### src/rtl/pipe_stage_buf.sv
// Elastic pipeline stage register (instr/PC/payload/regwrite) with valid/ready handshake,
// optional two-entry skid buffer, synchronous flush and a saturating stall counter.
module pipe_stage_buf #(
  parameter int unsigned PAYLOAD_W = 96,
  parameter logic [31:0] PC_RESET  = 32'h00003000,
  parameter int unsigned SKID      = 1,
  parameter int unsigned CNT_W     = 16
) (
  input  logic                 clk,
  input  logic                 reset,
  input  logic                 flush,
  input  logic                 in_valid,
  output logic                 in_ready,
  input  logic [31:0]          in_instr,
  input  logic [31:0]          in_pc,
  input  logic [PAYLOAD_W-1:0] in_payload,
  input  logic                 in_regwrite,
  output logic                 out_valid,
  input  logic                 out_ready,
  output logic [31:0]          out_instr,
  output logic [31:0]          out_pc,
  output logic [PAYLOAD_W-1:0] out_payload,
  output logic                 out_regwrite,
  output logic [CNT_W-1:0]     stall_cnt
);

  logic                 w_accept;
  logic                 w_pop;
  logic                 w_load_in;
  logic                 w_load_skid;

  logic [31:0]          w_skid_instr;
  logic [31:0]          w_skid_pc;
  logic [PAYLOAD_W-1:0] w_skid_payload;
  logic                 w_skid_regwrite;

  logic                 r_main_valid;
  logic [31:0]          r_main_instr;
  logic [31:0]          r_main_pc;
  logic [PAYLOAD_W-1:0] r_main_payload;
  logic                 r_main_regwrite;
  logic [CNT_W-1:0]     r_stall_cnt;

  assign w_accept = in_valid & in_ready;
  assign w_pop    = r_main_valid & out_ready;

  generate
    if (SKID != 0) begin : g_skid
      logic                 w_main_free;
      logic                 w_to_skid;
      logic                 r_skid_valid;
      logic [31:0]          r_skid_instr;
      logic [31:0]          r_skid_pc;
      logic [PAYLOAD_W-1:0] r_skid_payload;
      logic                 r_skid_regwrite;

      // Skid always drains into main before new input, which keeps the order FIFO.
      assign w_main_free = ~r_main_valid | out_ready;
      assign w_load_skid = w_main_free & r_skid_valid;
      assign w_load_in   = w_main_free & ~r_skid_valid & w_accept;
      assign w_to_skid   = ~w_main_free & w_accept;
      assign in_ready    = ~r_skid_valid;

      assign w_skid_instr    = r_skid_instr;
      assign w_skid_pc       = r_skid_pc;
      assign w_skid_payload  = r_skid_payload;
      assign w_skid_regwrite = r_skid_regwrite;

      always_ff @(posedge clk) begin
        if (reset) begin
          r_skid_valid    <= 1'b0;
          r_skid_instr    <= '0;
          r_skid_pc       <= '0;
          r_skid_payload  <= '0;
          r_skid_regwrite <= 1'b0;
        end else if (flush) begin
          r_skid_valid <= 1'b0;
        end else if (w_to_skid) begin
          r_skid_valid    <= 1'b1;
          r_skid_instr    <= in_instr;
          r_skid_pc       <= in_pc;
          r_skid_payload  <= in_payload;
          r_skid_regwrite <= in_regwrite;
        end else if (w_load_skid) begin
          r_skid_valid <= 1'b0;
        end
      end
    end else begin : g_no_skid
      assign w_load_skid     = 1'b0;
      assign w_load_in       = w_accept;
      assign in_ready        = ~r_main_valid | out_ready;
      assign w_skid_instr    = '0;
      assign w_skid_pc       = '0;
      assign w_skid_payload  = '0;
      assign w_skid_regwrite = 1'b0;
    end
  endgenerate

  // Data fields only change on a load so PC/payload keep their last value after pop or flush.
  always_ff @(posedge clk) begin
    if (reset) begin
      r_main_valid    <= 1'b0;
      r_main_instr    <= '0;
      r_main_pc       <= PC_RESET;
      r_main_payload  <= '0;
      r_main_regwrite <= 1'b0;
    end else if (flush) begin
      r_main_valid <= 1'b0;
    end else if (w_load_skid) begin
      r_main_valid    <= 1'b1;
      r_main_instr    <= w_skid_instr;
      r_main_pc       <= w_skid_pc;
      r_main_payload  <= w_skid_payload;
      r_main_regwrite <= w_skid_regwrite;
    end else if (w_load_in) begin
      r_main_valid    <= 1'b1;
      r_main_instr    <= in_instr;
      r_main_pc       <= in_pc;
      r_main_payload  <= in_payload;
      r_main_regwrite <= in_regwrite;
    end else if (w_pop) begin
      r_main_valid <= 1'b0;
    end
  end

  always_ff @(posedge clk) begin
    if (reset) begin
      r_stall_cnt <= '0;
    end else if (r_main_valid & ~out_ready & ~(&r_stall_cnt)) begin
      r_stall_cnt <= r_stall_cnt + 1'b1;
    end
  end

  assign out_valid    = r_main_valid;
  assign out_instr    = r_main_valid ? r_main_instr : 32'd0;
  assign out_regwrite = r_main_valid & r_main_regwrite;
  assign out_pc       = r_main_pc;
  assign out_payload  = r_main_payload;
  assign stall_cnt    = r_stall_cnt;

endmodule

### config.mk
export PLATFORM = sky130hd
export DESIGN_NAME = pipe_stage_buf
export DESIGN_NICKNAME = d
export VERILOG_FILES = /design/src/rtl/pipe_stage_buf.sv
export SDC_FILE = /design/constraint.sdc
export NUM_CORES = 1
export LEC_CHECK = 0
export CELL_PAD_IN_SITES_DETAIL_PLACEMENT = 1
export CELL_PAD_IN_SITES_GLOBAL_PLACEMENT = 2
export CORE_AREA = 2 2 245 199
export DETAILED_ROUTE_END_ITERATION = 8
export DIE_AREA = 0 0 247 201
export PLACE_DENSITY_LB_ADDON = 0.15
export SETUP_SLACK_MARGIN = 0.3
export SKIP_LAST_GASP = 1
export SYNTH_ARGS = -nofsm -noshare
export SYNTH_HDL_FRONTEND = slang
export SYNTH_SLANG_ARGS = --single-unit
export TNS_END_PERCENT = 100
### constraint.sdc
create_clock -name clk -period 2.2 [get_ports clk]
set_input_delay 0.22 -clock clk [delete_from_list [all_inputs] [get_ports clk]]
set_output_delay 0.22 -clock clk [all_outputs]
set_load 0.02 [all_outputs]
==> metrics.txt, run 1 <==
Netlist cell types=37; crit path kind=reg2out; initial antenna violation count=9; Crit path max-delay family=buffers and inverters; Max stage delay on crit path=~0.4 ns; Critical-path top delay cell=dfxtp_2; placed cells=2463; Final ANT Viol Nets=0; # Max-Cap Violations=0; global route overflow=0; layout cells sized above 1=slightly below 8%; WP data arrival=between 1.5 and 2 ns; top achievable clock speed=approximately 540 MHz; Post-Route Utilization=39.9%; max-slew violation count=0; syn_nets=1744; Stages on worst setup path=3; R2R cell count=4; HP Class=in2reg; clock tree sinks=340; final WL=49700 um; first-pass GRT wire length=slightly below 80000 um; worst-skew pair later-pin latency=roughly 0.55 ns; Gate Count Post-Synth=between 1500 and 2000; Netlist Area Pre-Place=between 10000 and 15000 um^2; Layout area overhead=45.1%; TritonCTS buffer count=39; #FFs+latches synth=340; period utilisation layout=about 84%; Longest Clk Path Bufs=3; Buf/Inv on CP=2; total core area=47500 um^2; DRC=0; Die X=about 250 um; register area share after synthesis=a little over half; H-tree Lvls=2; Placed Instance Area=approximately 18000 um^2; commonest cells after routing, fill and taps aside=490 x nand2_1, 339 x dfxtp_1, 333 x a21oi_1; Clock transition at path regs=roughly 0.06 ns; CP cell instances=clkbuf_16 > and2_1 > clkdlybuf4s15_2; power per cell area=between 700 and 800 nW/um^2; worst slew pin tran=between 0.5 and 0.6 ns; Avg WL per Cell=slightly below 20 um; Placement Rows=72; status=finished clean; final hold violation count=0; largest net degree at the start of global routing=79; leak pwr=0.00632 uW; reg2reg start=stall_cnt[7]$_SDFFE_PP0P_; non-filler cells, final=~2500; hold_sp=reset; Crit Reg-Reg Endpoint=stall_cnt[15]$_SDFFE_PP0P_; most common cell after layout, fill and taps aside=nand2_1; die area=49600 um^2; First-pass DRT Iterations=5; worst reg2reg setup slack=roughly 0.37 ns; worst hold path depth=2; CP Max Fanout=17; Required @ worst endpoint=just under 2 ns; DR vias=12800; I/O pin cnt=around 350; via density per instance=5.03; die height=~200 um; Final Cell Area=18900 um^2; CP Launch Type=flop; Placer Congestion=roughly 0.74; Fin Clk Skew=between 0.01 and 0.015 ns; slew margin rel.=between 60% and 70%; hold slack final=around 0.13 ns; Ys Warns=0; PortBufs=approximately 340; DRT iter0 DRCs=494; TritonCTS clock tree=yes; Worst Hold Path EP=stall_cnt[4]$_SDFFE_PP0P_; Final #Nets=2045; Initial Util=27.5%; vias in the first global route=13600; Clk Tree Root Cell=clkbuf_16; DP HPWL=31700 um; Final Critical Period=between 1.5 and 2 ns; final setup vio count=0; RSZ-0062 raised after global routing=true; Max VDD drop=roughly 400 uV; crit path capture type=output pin; All-Layer GR Usage=19.8%; Mean Syn Cell Area=~8.3 um^2
## cell usage after synthesis (all sizes together)
cell type	number	area [um^2]
a211oi	1	7.51
a21oi	333	1670
and2	35	219
and2b	1	7.51
and3	2	12.5
buf	49	258
clkbuf	98	372
dfxtp	340	6810
ha	1	12.5
inv	3	11.3
mux2	2	22.5
nand2	490	1840
nand2b	1	6.26
nand3	5	30.0
nand3b	3	22.5
nand4	8	50.1
nor2	5	21.3
nor2b	2	12.5
nor3	3	26.3
nor4	6	52.6
o21ai	6	30.0
o221ai	161	1410
o31a	1	8.76
o31ai	6	45.0
o41ai	1	8.76
or2	2	12.5
or3	6	37.5
or4	6	45.0
## cell type report
class / instances / area (um^2)
flip-flops and latches: 340 / 6810
inverters: 3 / 25.0
diodes: 4 / 10.0
well taps: 629 / 787
repair buffers: 407 / 4370
clock inverters: 9 / 95.1
multi-input cells: 1087 / 5640
clock buffers: 61 / 1200
fillers: 5505 / 28500
## worst max path at each step
stage	from	to	slack (ns)
floorplan	out_valid$_SDFFE_PP0P_	stall_cnt[14]$_SDFFE_PP0P_	0.43
global placement	out_ready	out_payload[74]$_SDFFE_PP0P_	0.02
detailed placement	out_ready	out_payload[74]$_SDFFE_PP0P_	-0.01
CTS	out_valid$_SDFFE_PP0P_	out_instr[16]	0.23
global route	stall_cnt[8]$_SDFFE_PP0P_	stall_cnt[15]$_SDFFE_PP0P_	0.25
finish	out_valid$_SDFFE_PP0P_	out_instr[31]	0.34
## metal layers
| layer | up-vias | wire length [um] | track usage [%] |
|---|---|---|---|
| met5 | - | 61 | 0 |
| met4 | 10 | 827 | 4.86 |
| met3 | 64 | 2960 | 4.81 |
| met2 | 246 | 23900 | 33.6 |
| met1 | 6297 | 22000 | 25.2 |
| li1 | 6159 | - | - |
## repair_timing
item / in CTS / in global routing
cloned: 0 / 1
gates resized for setup: 63 / 18
hold buffers: 0 / 0
pin swaps: 0 / 1
endpoints found under the setup margin: 42 / 35
setup buffers: 0 / 2
## power breakdown
part	switching, uW	total (uW)	internal, uW
clock network	2660	6630	3980
logic	721	1400	684
registers	97.6	6420	6330
## worst register-to-register path: cells and delay by family, from the launching register on
kind	cells	cell delay, ns
simple gates	3	0.91
mux	1	0.38
flops	1	0.44
## cell families (layout without fill, tap and decap cells)
family	after synthesis	count (layout)	synth area share [%]
flip-flops	340	340	52.1
buffers and inverters	150	480	4.91
adder cells (fa/ha/maj)	1	1	0.0958
AO/OA/AOI/OAI	509	509	24.3
AND/OR/NAND/NOR	575	575	18.3
other	0	4	0
multiplexers	2	2	0.173
## sequential cells by signal (all words and copies together), names as in the netlist
| signal | cells |
|---|---|
| r_main_instr | 32 |
| g_skid.r_skid_instr | 32 |
| out_payload | 96 |
| stall_cnt | 16 |
| out_pc | 32 |
| r_main_regwrite | 1 |
| g_skid.r_skid_regwrite | 1 |
| out_valid | 1 |
| g_skid.r_skid_pc | 32 |
| g_skid.r_skid_payload | 96 |
| g_skid.r_skid_valid | 1 |
## metrics by stage
stage          total power, uW  setup TNS [ns]  worst slack (ns)
2_1_floorplan             7110               0             0.427
3_3_place_gp              7960               0            0.0176
3_5_place_dp              7980         -0.0138           -0.0124
4_1_cts                  14700               0             0.234
5_1_grt                  15100               0             0.254
6_report                 14500               0             0.342
No activity file was read; power rests on OpenSTA's default activity.
==> run 2, diff against run 1 <==
--- a/config.mk
+++ b/config.mk
@@ -7,9 +7,9 @@
 export LEC_CHECK = 0
 export CELL_PAD_IN_SITES_DETAIL_PLACEMENT = 1
 export CELL_PAD_IN_SITES_GLOBAL_PLACEMENT = 2
-export CORE_AREA = 2 2 245 199
+export CORE_AREA = 2 2 259 210
 export DETAILED_ROUTE_END_ITERATION = 8
-export DIE_AREA = 0 0 247 201
+export DIE_AREA = 0 0 261 212
 export PLACE_DENSITY_LB_ADDON = 0.15
 export SETUP_SLACK_MARGIN = 0.3
 export SKIP_LAST_GASP = 1
==> constraint.sdc (replaced) <==
create_clock -name clk -period 1.6 [get_ports clk]
set_input_delay 0.16 -clock clk [delete_from_list [all_inputs] [get_ports clk]]
set_output_delay 0.16 -clock clk [all_outputs]
set_load 0.02 [all_outputs]
==> metrics.txt, run 2 (same netlist as run 1, synthesis figures left out) <==
reg2reg start=out_valid$_SDFFE_PP0P_; layout cells sized above 1=about 28%; Clk Tree Root Cell=clkbuf_16; Final #Nets=2154; TritonCTS buffer count=40; H-tree Lvls=2; Longest Clk Path Bufs=3; final WL=~57000 um; Clock transition at path regs=0.06 ns; leak pwr=about 0.0075 uW; via density per instance=about 4.9; GR Layer Usage met2=31.2%; HP Class=in2reg; filler instances=approximately 6000; # Max-Cap Violations=0; most frequent CP cell=buf_6; first-pass GRT wire length=80800 um; worst setup margin=-0.145 ns; worst hold path depth=2; Max stage delay on crit path=~0.35 ns; GR Util met1=around a quarter; DR vias=13300; Placer Congestion=~0.77; final hold violation count=0; failing checks=negative setup slack; Die X=roughly 260 um; PortBufs=around 340; Layout area overhead=57.8%; global route overflow=0; worst-skew pair later-pin latency=0.54 ns; worst reg2reg setup slack=-0.14 ns; DP HPWL=between 30000 and 40000 um; CP Max Fanout=6; DRC=0; Placement Rows=76; vias in the first global route=13800; Final ANT Viol Nets=0; initial antenna violation count=8; largest net degree at the start of global routing=between 60 and 70; storage element area=6860 um^2; multi-input logic area=6250 um^2; WP data arrival=~2.2 ns; grt met3 use=around 5.0%; placed cells=roughly 2600; Final Critical Period=about 1.7 ns; most common cell after layout, fill and taps aside=nand2_1; Post-Route Utilization=between 30% and 40%; Max VDD drop=617 uV; number of hold buffers added after cts=0; Required @ worst endpoint=2.07 ns; status=complete, but fails checks; R2R cell count=9; Critical-path top delay cell=dfxtp_4; final setup vio count=195; commonest cells after routing, fill and taps aside=486 x nand2_1, 319 x dfxtp_1, 313 x a21oi_1; Initial Util=about a quarter; slew margin rel.=70.7%; TritonCTS clock tree=yes; worst slew pin tran=roughly 0.44 ns; die area=55300 um^2; crit path kind=reg2reg; Avg WL per Cell=around 21 um; Worst Hold Path EP=stall_cnt[4]$_SDFFE_PP0P_; Placed Instance Area=around 18000 um^2; I/O pin cnt=345; max-slew violation count=0; worst slack, placed=-0.437 ns; power per cell area=approximately 960 nW/um^2; RSZ-0062 raised after global routing=true; total core area=about 53000 um^2; CP Launch Type=flop; CP cell instances=and2b_2 > buf_6 > nor3_4 > buf_6 > buf_12 > buf_6 > clkbuf_16 > o221ai_2 > a21oi_1; hold_sp=reset; top achievable clock speed=~570 MHz; All-Layer GR Usage=approximately 19%; die height=between 200 and 250 um; DRT iter0 DRCs=560; period utilisation layout=109%; First-pass DRT Iterations=4; non-filler cells, final=2715; Fin Clk Skew=roughly 0.013 ns; Final Cell Area=approximately 21000 um^2; busiest grt layer=met2; clock tree sinks=340; Crit Reg-Reg Endpoint=r_main_instr[3]$_SDFFE_PP0P_; crit path capture type=flop
==> run 2: changes by cell type in the layout (fill, tap and decap cells not counted), sizes merged <==
cell and delta:
dlymetal6s2s +6, dlygate4sd2 -20, buf +233, clkinv +1, clkdlybuf4s50 -135, clkdlybuf4s15 -19
clkbuf +38, inv +1, diode -1, bufinv -2
==> run 2: cell type report <==
type / count / share of cell area (%)
clock buffer: 56 / 5.70
sequential: 340 / 33.3
inverter: 3 / 0.0911
timing repair buffer: 515 / 25.9
clock inverter: 9 / 0.340
antenna: 3 / 0.0364
multi-input combinational: 1087 / 30.3
tap: 702 / 4.26
==> run 2: worst max-delay path by stage <==
stage                           start                            to
2_1_floorplan  out_valid$_SDFFE_PP0P_       out_pc[10]$_SDFFE_PP0P_
3_3_place_gp                out_ready       out_pc[17]$_SDFFE_PP0P_
3_5_place_dp                out_ready  out_payload[81]$_SDFFE_PP0P_
4_1_cts        out_valid$_SDFFE_PP0P_  out_payload[93]$_SDFFE_PP0P_
5_1_grt        out_valid$_SDFFE_PP0P_  out_payload[56]$_SDFFE_PP0P_
6_report       out_valid$_SDFFE_PP0P_  r_main_instr[3]$_SDFFE_PP0P_
==> run 2: timing repair <==
item,4_1_cts,5_1_grt
gates cloned,2,21
setup endpoints to repair,517,426
buffers inserted,4,24
pin swaps,1,34
resized for setup,650,215
==> run 2: per-layer routing <==
metal  up-vias  part of all wire (%)  routed length (um)
met1      6524                    44               24600
li1       6408                     -                   -
met3        72                   5.8                3260
met5         -                  0.12                  67
met2       253                    49               27600
met4        10                   1.8                1030
==> run 2: power breakdown <==
group | internal, uW | total (uW) | switching [uW]
registers | 8680 | 8820 | 136
clock network | 5230 | 8870 | 3640
logic | 1020 | 2140 | 1120
==> run 2: worst max-delay path, delay by kind of cell (launching register included) <==
kind	cells	cell delay, ns
and+or+nand+nor	2	0.46
AOI/OAI and AO/OA	2	0.21
DFF	1	0.35
buffers and inverters	5	0.66
==> run 2: through the flow <==
stage,TNS (ns),hold slack (ns),power [uW]
2_1_floorplan,0,0.229,9830
3_3_place_gp,-89.55,0.437,11000
3_5_place_dp,-99.09,0.446,11100
4_1_cts,-13.67,0.0000613,20000
5_1_grt,-25.88,0.0290,20700
6_report,-11.79,0.0134,19800
==> run 3, diff against run 2 <==
--- a/config.mk
+++ b/config.mk
@@ -8,11 +8,13 @@
 export CELL_PAD_IN_SITES_DETAIL_PLACEMENT = 1
 export CELL_PAD_IN_SITES_GLOBAL_PLACEMENT = 2
 export CORE_AREA = 2 2 259 210
+export CTS_CLUSTER_SIZE = 20
 export DETAILED_ROUTE_END_ITERATION = 8
 export DIE_AREA = 0 0 261 212
 export PLACE_DENSITY_LB_ADDON = 0.15
 export SETUP_SLACK_MARGIN = 0.3
 export SKIP_LAST_GASP = 1
+export SLEW_MARGIN = 0
 export SYNTH_ARGS = -nofsm -noshare
 export SYNTH_HDL_FRONTEND = slang
 export SYNTH_SLANG_ARGS = --single-unit
==> results of run 3 <==
Same layout as run 2: the final DEF is identical, and so are final timing and power.
